==> src/rtl/fifo_flex_pkg.sv <==
`default_nettype none
// ============================================================================
// Module      : fifo_flex_pkg
// Description : Shared constants and helper function for the fifo_flex
//               buffer: default geometry, default thresholds and a ceiling
//               log2 used to size pointers and the occupancy counter.
// Revision    : 1.0 - initial release
// ============================================================================
package fifo_flex_pkg;

  localparam int FIFO_DEFAULT_DATA_WIDTH = 8;
  localparam int FIFO_DEFAULT_DEPTH      = 6;
  localparam int FIFO_DEFAULT_AE_LEVEL   = 1;

  // Ceiling log2; returns 0 for v <= 1. Usable in constant expressions.
  function automatic int clog2(input int v);
    int r;
    r = 0;
    for (int i = 0; i < 31; i++) begin
      if ((1 << i) < v) r = i + 1;
    end
    return r;
  endfunction

endpackage : fifo_flex_pkg
`default_nettype wire

==> src/rtl/fifo_ptr.sv <==
`default_nettype none
// ============================================================================
// Module      : fifo_ptr
// Description : Circular slot pointer for fifo_flex. Wraps explicitly from
//               DEPTH-1 to 0 so that non-power-of-two depths work.
// Ports       : clk    - clock
//               rst    - asynchronous active-high reset (pointer -> 0)
//               clr_i  - synchronous clear, wins over inc_i
//               inc_i  - advance pointer by one slot
//               ptr_o  - current pointer value
// Revision    : 1.0 - initial release
// ============================================================================
module fifo_ptr #(
  parameter int DEPTH = 6,
  parameter int PW    = 3
) (
  input  logic          clk,
  input  logic          rst,
  input  logic          clr_i,
  input  logic          inc_i,
  output logic [PW-1:0] ptr_o
);

  logic [PW-1:0] ptr_q;
  logic [PW-1:0] ptr_d;

  always_comb begin
    ptr_d = ptr_q;
    if (clr_i) begin
      ptr_d = '0;
    end else if (inc_i) begin
      ptr_d = (ptr_q == PW'(DEPTH - 1)) ? '0 : ptr_q + PW'(1);
    end
  end

  always_ff @(posedge clk or posedge rst) begin
    if (rst) begin
      ptr_q <= '0;
    end else begin
      ptr_q <= ptr_d;
    end
  end

  assign ptr_o = ptr_q;

endmodule : fifo_ptr
`default_nettype wire

==> src/rtl/fifo_flex.sv <==
`default_nettype none
// ============================================================================
// Module      : fifo_flex
// Description : First-word-fall-through FIFO of arbitrary depth with
//               occupancy count, programmable almost-full/almost-empty
//               thresholds, synchronous flush and sticky overflow/underflow.
// Ports       : clk, rst       - clock, async active-high reset
//               data_write     - write data
//               write          - write request
//               next_read      - pop request (discards head)
//               flush          - synchronous clear, highest priority
//               data_read      - head word (valid only when not empty)
//               full/empty     - count == DEPTH / count == 0
//               almost_full    - count >= AF_LEVEL
//               almost_empty   - count <= AE_LEVEL
//               count          - current occupancy
//               overflow       - sticky: a write was refused
//               underflow      - sticky: a pop was refused
// Revision    : 1.0 - initial release
// ============================================================================
module fifo_flex
  import fifo_flex_pkg::*;
#(
  parameter int DATA_WIDTH = FIFO_DEFAULT_DATA_WIDTH,
  parameter int DEPTH      = FIFO_DEFAULT_DEPTH,
  parameter int AF_LEVEL   = DEPTH - 1,
  parameter int AE_LEVEL   = FIFO_DEFAULT_AE_LEVEL
) (
  input  logic                            clk,
  input  logic                            rst,
  input  logic [DATA_WIDTH-1:0]           data_write,
  input  logic                            write,
  output logic                            full,
  output logic                            almost_full,
  output logic [DATA_WIDTH-1:0]           data_read,
  input  logic                            next_read,
  output logic                            empty,
  output logic                            almost_empty,
  output logic [clog2(DEPTH + 1)-1:0]     count,
  input  logic                            flush,
  output logic                            overflow,
  output logic                            underflow
);

  localparam int PW = clog2(DEPTH);
  localparam int CW = clog2(DEPTH + 1);

  logic [DATA_WIDTH-1:0] mem_q [DEPTH];
  logic [PW-1:0]         rd_ptr;
  logic [PW-1:0]         wr_ptr;
  logic [CW-1:0]         count_q;
  logic [CW-1:0]         count_d;
  logic                  overflow_q;
  logic                  overflow_d;
  logic                  underflow_q;
  logic                  underflow_d;
  logic                  wr_acc;
  logic                  pop_acc;
  logic                  wr_en;
  logic                  pop_en;

  // A full FIFO still takes a write when the head is popped in the same
  // cycle: the new word lands in the slot being freed. An empty FIFO never
  // bypasses, so a same-cycle pop is refused.
  assign wr_acc  = write & (~full | next_read);
  assign pop_acc = next_read & ~empty;
  assign wr_en   = wr_acc & ~flush;
  assign pop_en  = pop_acc & ~flush;

  fifo_ptr #(.DEPTH(DEPTH), .PW(PW)) u_rd_ptr (
    .clk   (clk),
    .rst   (rst),
    .clr_i (flush),
    .inc_i (pop_en),
    .ptr_o (rd_ptr)
  );

  fifo_ptr #(.DEPTH(DEPTH), .PW(PW)) u_wr_ptr (
    .clk   (clk),
    .rst   (rst),
    .clr_i (flush),
    .inc_i (wr_en),
    .ptr_o (wr_ptr)
  );

  // Storage is intentionally not reset.
  always_ff @(posedge clk) begin
    if (wr_en) begin
      mem_q[wr_ptr] <= data_write;
    end
  end

  always_comb begin
    count_d     = count_q;
    overflow_d  = overflow_q;
    underflow_d = underflow_q;
    if (flush) begin
      count_d     = '0;
      overflow_d  = 1'b0;
      underflow_d = 1'b0;
    end else begin
      if (wr_acc && !pop_acc) begin
        count_d = count_q + CW'(1);
      end else if (pop_acc && !wr_acc) begin
        count_d = count_q - CW'(1);
      end
      if (write && !wr_acc)      overflow_d  = 1'b1;
      if (next_read && !pop_acc) underflow_d = 1'b1;
    end
  end

  always_ff @(posedge clk or posedge rst) begin
    if (rst) begin
      count_q     <= '0;
      overflow_q  <= 1'b0;
      underflow_q <= 1'b0;
    end else begin
      count_q     <= count_d;
      overflow_q  <= overflow_d;
      underflow_q <= underflow_d;
    end
  end

  assign full         = (count_q == CW'(DEPTH));
  assign empty        = (count_q == '0);
  assign almost_full  = (count_q >= CW'(AF_LEVEL));
  assign almost_empty = (count_q <= CW'(AE_LEVEL));
  assign count        = count_q;
  assign overflow     = overflow_q;
  assign underflow    = underflow_q;
  assign data_read    = mem_q[rd_ptr];

endmodule : fifo_flex
`default_nettype wire

==> config.mk <==
export PLATFORM = sky130hd
export DESIGN_NAME = fifo_flex
export DESIGN_NICKNAME = d
export VERILOG_FILES = /design/src/rtl/fifo_flex_pkg.sv /design/src/rtl/fifo_ptr.sv /design/src/rtl/fifo_flex.sv
export SDC_FILE = /design/constraint.sdc
export NUM_CORES = 1
export LEC_CHECK = 0
export BUFFER_PORTS_ARGS = -buffer_cell sky130_fd_sc_hd__buf_2
export CORE_ASPECT_RATIO = 1.1
export CORE_MARGIN = 8
export CORE_UTILIZATION = 35
export DETAILED_ROUTE_END_ITERATION = 12
export PLACE_DENSITY = 0.57
export SLEW_MARGIN = 40
export SYNTH_ARGS = -nofsm -noshare
export SYNTH_HDL_FRONTEND = slang
export SYNTH_SLANG_ARGS = --single-unit
==> constraint.sdc <==
create_clock -name clk -period 2.6 [get_ports clk]
set_clock_uncertainty 0.15 [all_clocks]
set_input_delay 0.26 -clock clk [delete_from_list [all_inputs] [get_ports clk]]
set_output_delay 0.26 -clock clk [all_outputs]
set_load 0.005 [all_outputs]
---- Word-level counts from Yosys, hierarchy flattened ----
Memories as Yosys holds them, arrays and structs flattened.
Cells that the tools add are included.
cells by class
  add/subtract/negate cells ............... 4
  multiply operators ...................... 0
  divide/modulo/power cells ............... 0
  order comparisons ....................... 2
  equality and inequality tests ........... 3
  shift operators ......................... 0
  muxes and demuxes ....................... 15
  bitwise operators ....................... 8
  reductions and logical operators ........ 12
operator list
  operator               number
  $mux W3                9
  $add A3 B1 Y3 const B  3
  $eq A3 B3 Y1 const B   3
  $reduce_bool A2 Y1     4
  $mux W1                6
  $and A1 B1 Y1          4
  $logic_and A1 B1 Y1    4
  $ge A3 B3 Y1 const B   1
  $le A3 B1 Y1 const B   1
  $logic_not A3 Y1       1
  $not A1 Y1             3
  $reduce_bool A3 Y1     1
  $sub A3 B1 Y3 const B  1
  $logic_not A1 Y1       2
  $or A1 B1 Y1           1
word-level totals
  flip-flop bits (word level) ............. 11
  latch bits .............................. 0
  RAM bits ................................ 48
  memory bits (read-only) ................. 0
  bits of input ports ..................... 13
  output and inout bits ................... 17
  memories kept ........................... 1
memory list
  name   words  width  rd ports  clocked after Yosys merged registers in  wr ports  line             source
  mem_q  6      8      1         0                                        1         fifo_flex.sv:48  logic [DATA_WIDTH-1:0] mem_q [DEPTH];

---- Depth between registers and ports, before layout ----
  depth after elaboration ................. 9
  mapped depth ............................ 6
  gate-level depth less buffers ........... 6

---- Cells and area by module ----
Synthesis repeated with hierarchy kept, for this count alone.
unflattened totals
  cells, all modules ...................... 166
  area, all modules ....................... 2562.5 sq um
by module, submodules not included
  module     instances  cells each  area each (sq um)  seq. area each (sq um)
  fifo_flex  1          142         2279.7             1566.5
  fifo_ptr   2          12          141.4              75.1

---- Least setup slack after synthesis ----
OpenSTA, ideal clock, no wires.
  kind .................................... flip-flop to flip-flop
  start ................................... register count_q[0], in the netlist count[0]
  end ..................................... memory mem_q[4][0] (netlist bit), enable pin
  setup time .............................. 0.370 ns
  arrival ................................. 1.913 ns
  data required time ...................... 2.080 ns
  path slack .............................. 0.166 ns
  stages on the path, launching flop included .. 7
  clock period less this slack ............ 2.434 ns
  cell sequence ........................... dfrtp_1 > inv_1 > ha_1 > and2_4 > nor2b_4 > or4b_4 > nor2_1
between the ends
  cells in the longest elaborated chain, start to end .. 7
RTL lines
  what                           line              source
  start: declaration             fifo_flex.sv:51   logic [CW-1:0] count_q;
  start signal: assignment       fifo_flex.sv:118  count_q <= count_d;
  $eq A3 B3 Y1                   fifo_flex.sv:124  assign full = (count_q == CW'(DEPTH));
  via full                       fifo_flex.sv:33   output logic full,
  $not A1 Y1                     fifo_flex.sv:65   assign wr_acc = write & (~full | next_read);
  $or A1 B1 Y1                   fifo_flex.sv:65
  $and A1 B1 Y1                  fifo_flex.sv:65
  $and A1 B1 Y1                  fifo_flex.sv:67   assign wr_en = wr_acc & ~flush;
  $mux W1                        fifo_flex.sv:88   if (wr_en) begin
  $mux W1 (not written as such)  fifo_flex.sv:89   mem_q[wr_ptr] <= data_write;
  end: declaration               fifo_flex.sv:48
The timed path passes the listed nets, and every way through them passes these cells.

---- Worst setup path after layout ----
  start ................................... register count_q[0], in the netlist count[0]
  end ..................................... memory mem_q[0][0] (netlist bit), enable pin
between the ends
  cells in the longest elaborated chain, start to end .. 7
RTL lines
  what                           line
  $eq A3 B3 Y1                   fifo_flex.sv:124
  $not A1 Y1                     fifo_flex.sv:65
  $or A1 B1 Y1                   fifo_flex.sv:65
  $and A1 B1 Y1                  fifo_flex.sv:65
  $and A1 B1 Y1                  fifo_flex.sv:67
  $mux W1                        fifo_flex.sv:88
  $mux W1 (not written as such)  fifo_flex.sv:89
Every way passes these cells.

==> flow_summary_export.csv <==
group,metric,value,unit
yosys,syn_nets,188,
cts,cts_buffers,9,
global_routing,grt_antenna_before_repair,0,
timing,rsz0062_at_grt,"no",
critical_path,startpoint,"count[0]",
timing,max_slew.worst_pin.slew,0.607,ns
critical_path,critPathKind,"reg -> reg",
global_routing,grt_pass1_wl,8.09,mm
critical_path,cp.arrival,2.23,ns
yosys,yosysWarnings,0,
global_routing,grt_overflow,0,
timing,finalSetupViolations,0,
cts,cts_resized,0,
cts,ctsHoldBuffers,1,
cells_and_area,layout.cells.non_filler,303,
cells_and_area,syn_to_final_growth,18.7,%
routing,drt_iter0_drc,75,
min_path,min_path_type,"in -> reg",
cells_and_area,fill_cells,648,
timing,max-slew-margin-rel,59.5,%
floorplanning,die_x,97.3,um
timing,finalCriticalPeriod,2.33,ns
critical_path,endpoint,"mem_q[0][0]",
routing,drcViolationCount,0,
floorplanning,io_pins,30,
cts,cts_max_level,3,
status,status,"complete, no violations",
cts,clock_sinks,59,
critical_path,r2r-start,"count[0]",
floorplanning,core_area,7050,um2
cells_and_area,design_area,3020,um2
power,ir_drop,0.000350,V
yosys,seq_area_frac_synth,67.4,%
yosys,avgSynthCellArea,15.0,um2
yosys,netlist_area,2550,um2
critical_path,start_kind,"flip-flop",
cells_and_area,drive_gt1_share,29.8,%
routing,ant_nets,0,
cells_and_area,nNetsFinal,231,
critical_path,r2r_end,"mem_q[0][0]",
critical_path,r2r_slack,0.27,ns
cts,clk_path_buf_depth,2,
power,p_leak,1.12,nW
critical_path,cp.required,2.49,ns
placed_design,portBuffers,29,
placed_design,dpl_cell_area,2820,um2
routing,wl,4.87,mm
global_routing,grt_pass1_vias,1511,
routing,wl_per_cell,16.1,um
cts,clock_latency,0.33,ns
critical_path,critPathMaxFanout,8,
timing,timing.fmax,0.428,GHz
floorplanning,design.die.area,10300,um2
timing,slew_violations,0,
critical_path,cp-end-kind,"flip-flop",
placed_design,dp_hpwl,3.34,mm
timing,hold_viol,0,
floorplanning,die_h,105,um
yosys,yosysUniqueCellTypes,35,
global_routing,grtUsageTotal,10.4,%
power,p_total,0.00244,W
yosys,synthCells,170,
cells_and_area,seq_area,1720,um2
routing,vias,1482,
timing,period_share,89.8,%
cts,cts_tree,"yes",
critical_path,worst-r2r-cell-count,7,
yosys,async_reset_ff_share,18.6,%
floorplanning,start_util,36.1,%
cts,clockRootBuffer,"clkbuf_8",
power,p_per_area,806,nW/um2
cells_and_area,antenna_cells,0,
routing,dr.pass1.iters,4,
run,drv_cap,0,
yosys,synth-edff-count,48,
timing,fin_setup_tns,0,ns
placed_design,dp.cells,286,
global_routing,grt_max_degree,20,
cts,path_clk_slew,0.07,ns
placed_design,gp_congestion,0.735,
cells_and_area,multi_input_area,764,um2
yosys,ys_ff_latch,59,
floorplanning,std_cell_rows,32,
routing,viasPerCell,4.89,
yosys,synth-main-ff-cell,"edfxtp_1",
cts,cts_setup_buffers,0,
==> synth_stat cells (2+ instances only) <==
master	number	share of area, %
or3_1	2	0.49
clkbuf_1	4	0.59
nor2_1	22	3.2
nand2b_1	2	0.49
inv_1	5	0.74
dfrtp_1	11	11
mux4_2	7	6.2
nand3_1	5	0.98
or2b_1	2	0.59
nand2_1	10	1.5
ha_1	5	2.5
nand3b_1	2	0.59
edfxtp_1	48	57
a21oi_1	15	2.9
xor2_1	2	0.69
mux2i_1	9	3.5
==> power breakdown <==
group	switching, W	internal [W]
logic	0.000257	0.000256
registers	0.0000516	0.00107
clock network	0.000364	0.000442
total	0.000672	0.00176
==> critical path, stage by stage (launching register included) <==
cell     delay [ns]
dfrtp_1        0.45
inv_1          0.12
ha_1           0.24
and2_4         0.16
nor2b_4        0.12
or4b_4         0.50
nor3_2         0.11
buf_4          0.19
==> metrics by stage <==
| stage | setup WS (ns) | hold slack, ns | util (%) |
|---|---|---|---|
| floorplan | 0.166 | -0.0376 | - |
| global placement | 0.313 | 0.144 | 40.0 |
| detailed placement | 0.266 | 0.146 | 40.0 |
| CTS | 0.231 | 0.0105 | 42.9 |
| global route | 0.128 | 0.0111 | 42.9 |
| finish | 0.266 | 0.0215 | 42.9 |
==> area by class of cell <==
class,instances,area share (%)
timing repair buffer,39,7.37
sequential,59,56.8
clock inverter,6,2.19
inverter,5,0.621
multi-input combinational,99,25.3
clock buffer,10,4.22
tap,85,3.52
==> kinds of logic after synthesis <==
logic type,count (synthesis),synth area share [%]
AO/OA/AOI/OAI,22,5.11
AND/OR/NAND/NOR,52,10.6
multiplexers,18,11.2
flip-flops,59,67.4
XOR/XNOR,2,0.688
adder cells (fa/ha/maj),5,2.46
buffers and inverters,12,2.55
==> state kept, by name, indices dropped and copies added (netlist names) <==
| name | cells |
|---|---|
| count | 3 |
| mem_q | 48 |
| overflow | 1 |
| u_rd_ptr.ptr_o | 3 |
| u_wr_ptr.ptr_o | 3 |
| underflow | 1 |
==> layout by cell type, fill, tap and decap left out, drive strengths merged <==
| master | netlist | final |
|---|---|---|
| a211oi | 1 | 1 |
| a21o | 1 | 1 |
| a21oi | 15 | 15 |
| a311oi | 1 | 1 |
| and2 | 1 | 1 |
| buf | 3 | 38 |
| bufinv | 0 | 1 |
| clkbuf | 4 | 10 |
| clkinv | 0 | 2 |
| clkinvlp | 0 | 3 |
| dfrtp | 11 | 11 |
| dlygate4sd3 | 0 | 1 |
| edfxtp | 48 | 48 |
| ha | 5 | 5 |
| inv | 5 | 5 |
| mux2 | 1 | 1 |
| mux2i | 9 | 9 |
| mux4 | 8 | 8 |
| nand2 | 10 | 10 |
| nand2b | 2 | 2 |
| nand3 | 5 | 5 |
| nand3b | 2 | 2 |
| nand4b | 1 | 1 |
| nor2 | 22 | 22 |
| nor2b | 1 | 1 |
| nor3 | 2 | 2 |
| o211ai | 1 | 1 |
| o21ai | 1 | 1 |
| o31a | 1 | 1 |
| o32a | 1 | 1 |
| or2b | 2 | 2 |
| or3 | 2 | 2 |
| or3b | 1 | 1 |
| or4b | 1 | 1 |
| xor2 | 2 | 2 |
==> worst min-delay path by stage <==
stage                        startpoint                end  slack, ns  cells after the start
after floorplan                     rst           count[0]      -0.04                      1
after global placement              rst  u_rd_ptr.ptr_o[2]       0.14                      2
after detailed placement            rst  u_rd_ptr.ptr_o[1]       0.15                      2
after CTS                 data_write[7]        mem_q[5][7]       0.01                      1
after global routing      data_write[7]        mem_q[5][7]       0.01                      1
final                     data_write[2]        mem_q[4][2]       0.02                      1
==> per-layer routing <==
layer / wire (um) / track usage (%) / up-vias / share of wire (%)
li1: - / - / 724 / -
met1: 2210 / 12.2 / 722 / 45
met2: 2300 / 15.4 / 27 / 47
met3: 270 / 4.38 / 9 / 5.5
met4: 96 / 6.50 / 0 / 2.0
met5: 0 / 0 / - / 0
Note: power is estimated with default switching activity, not from simulation.
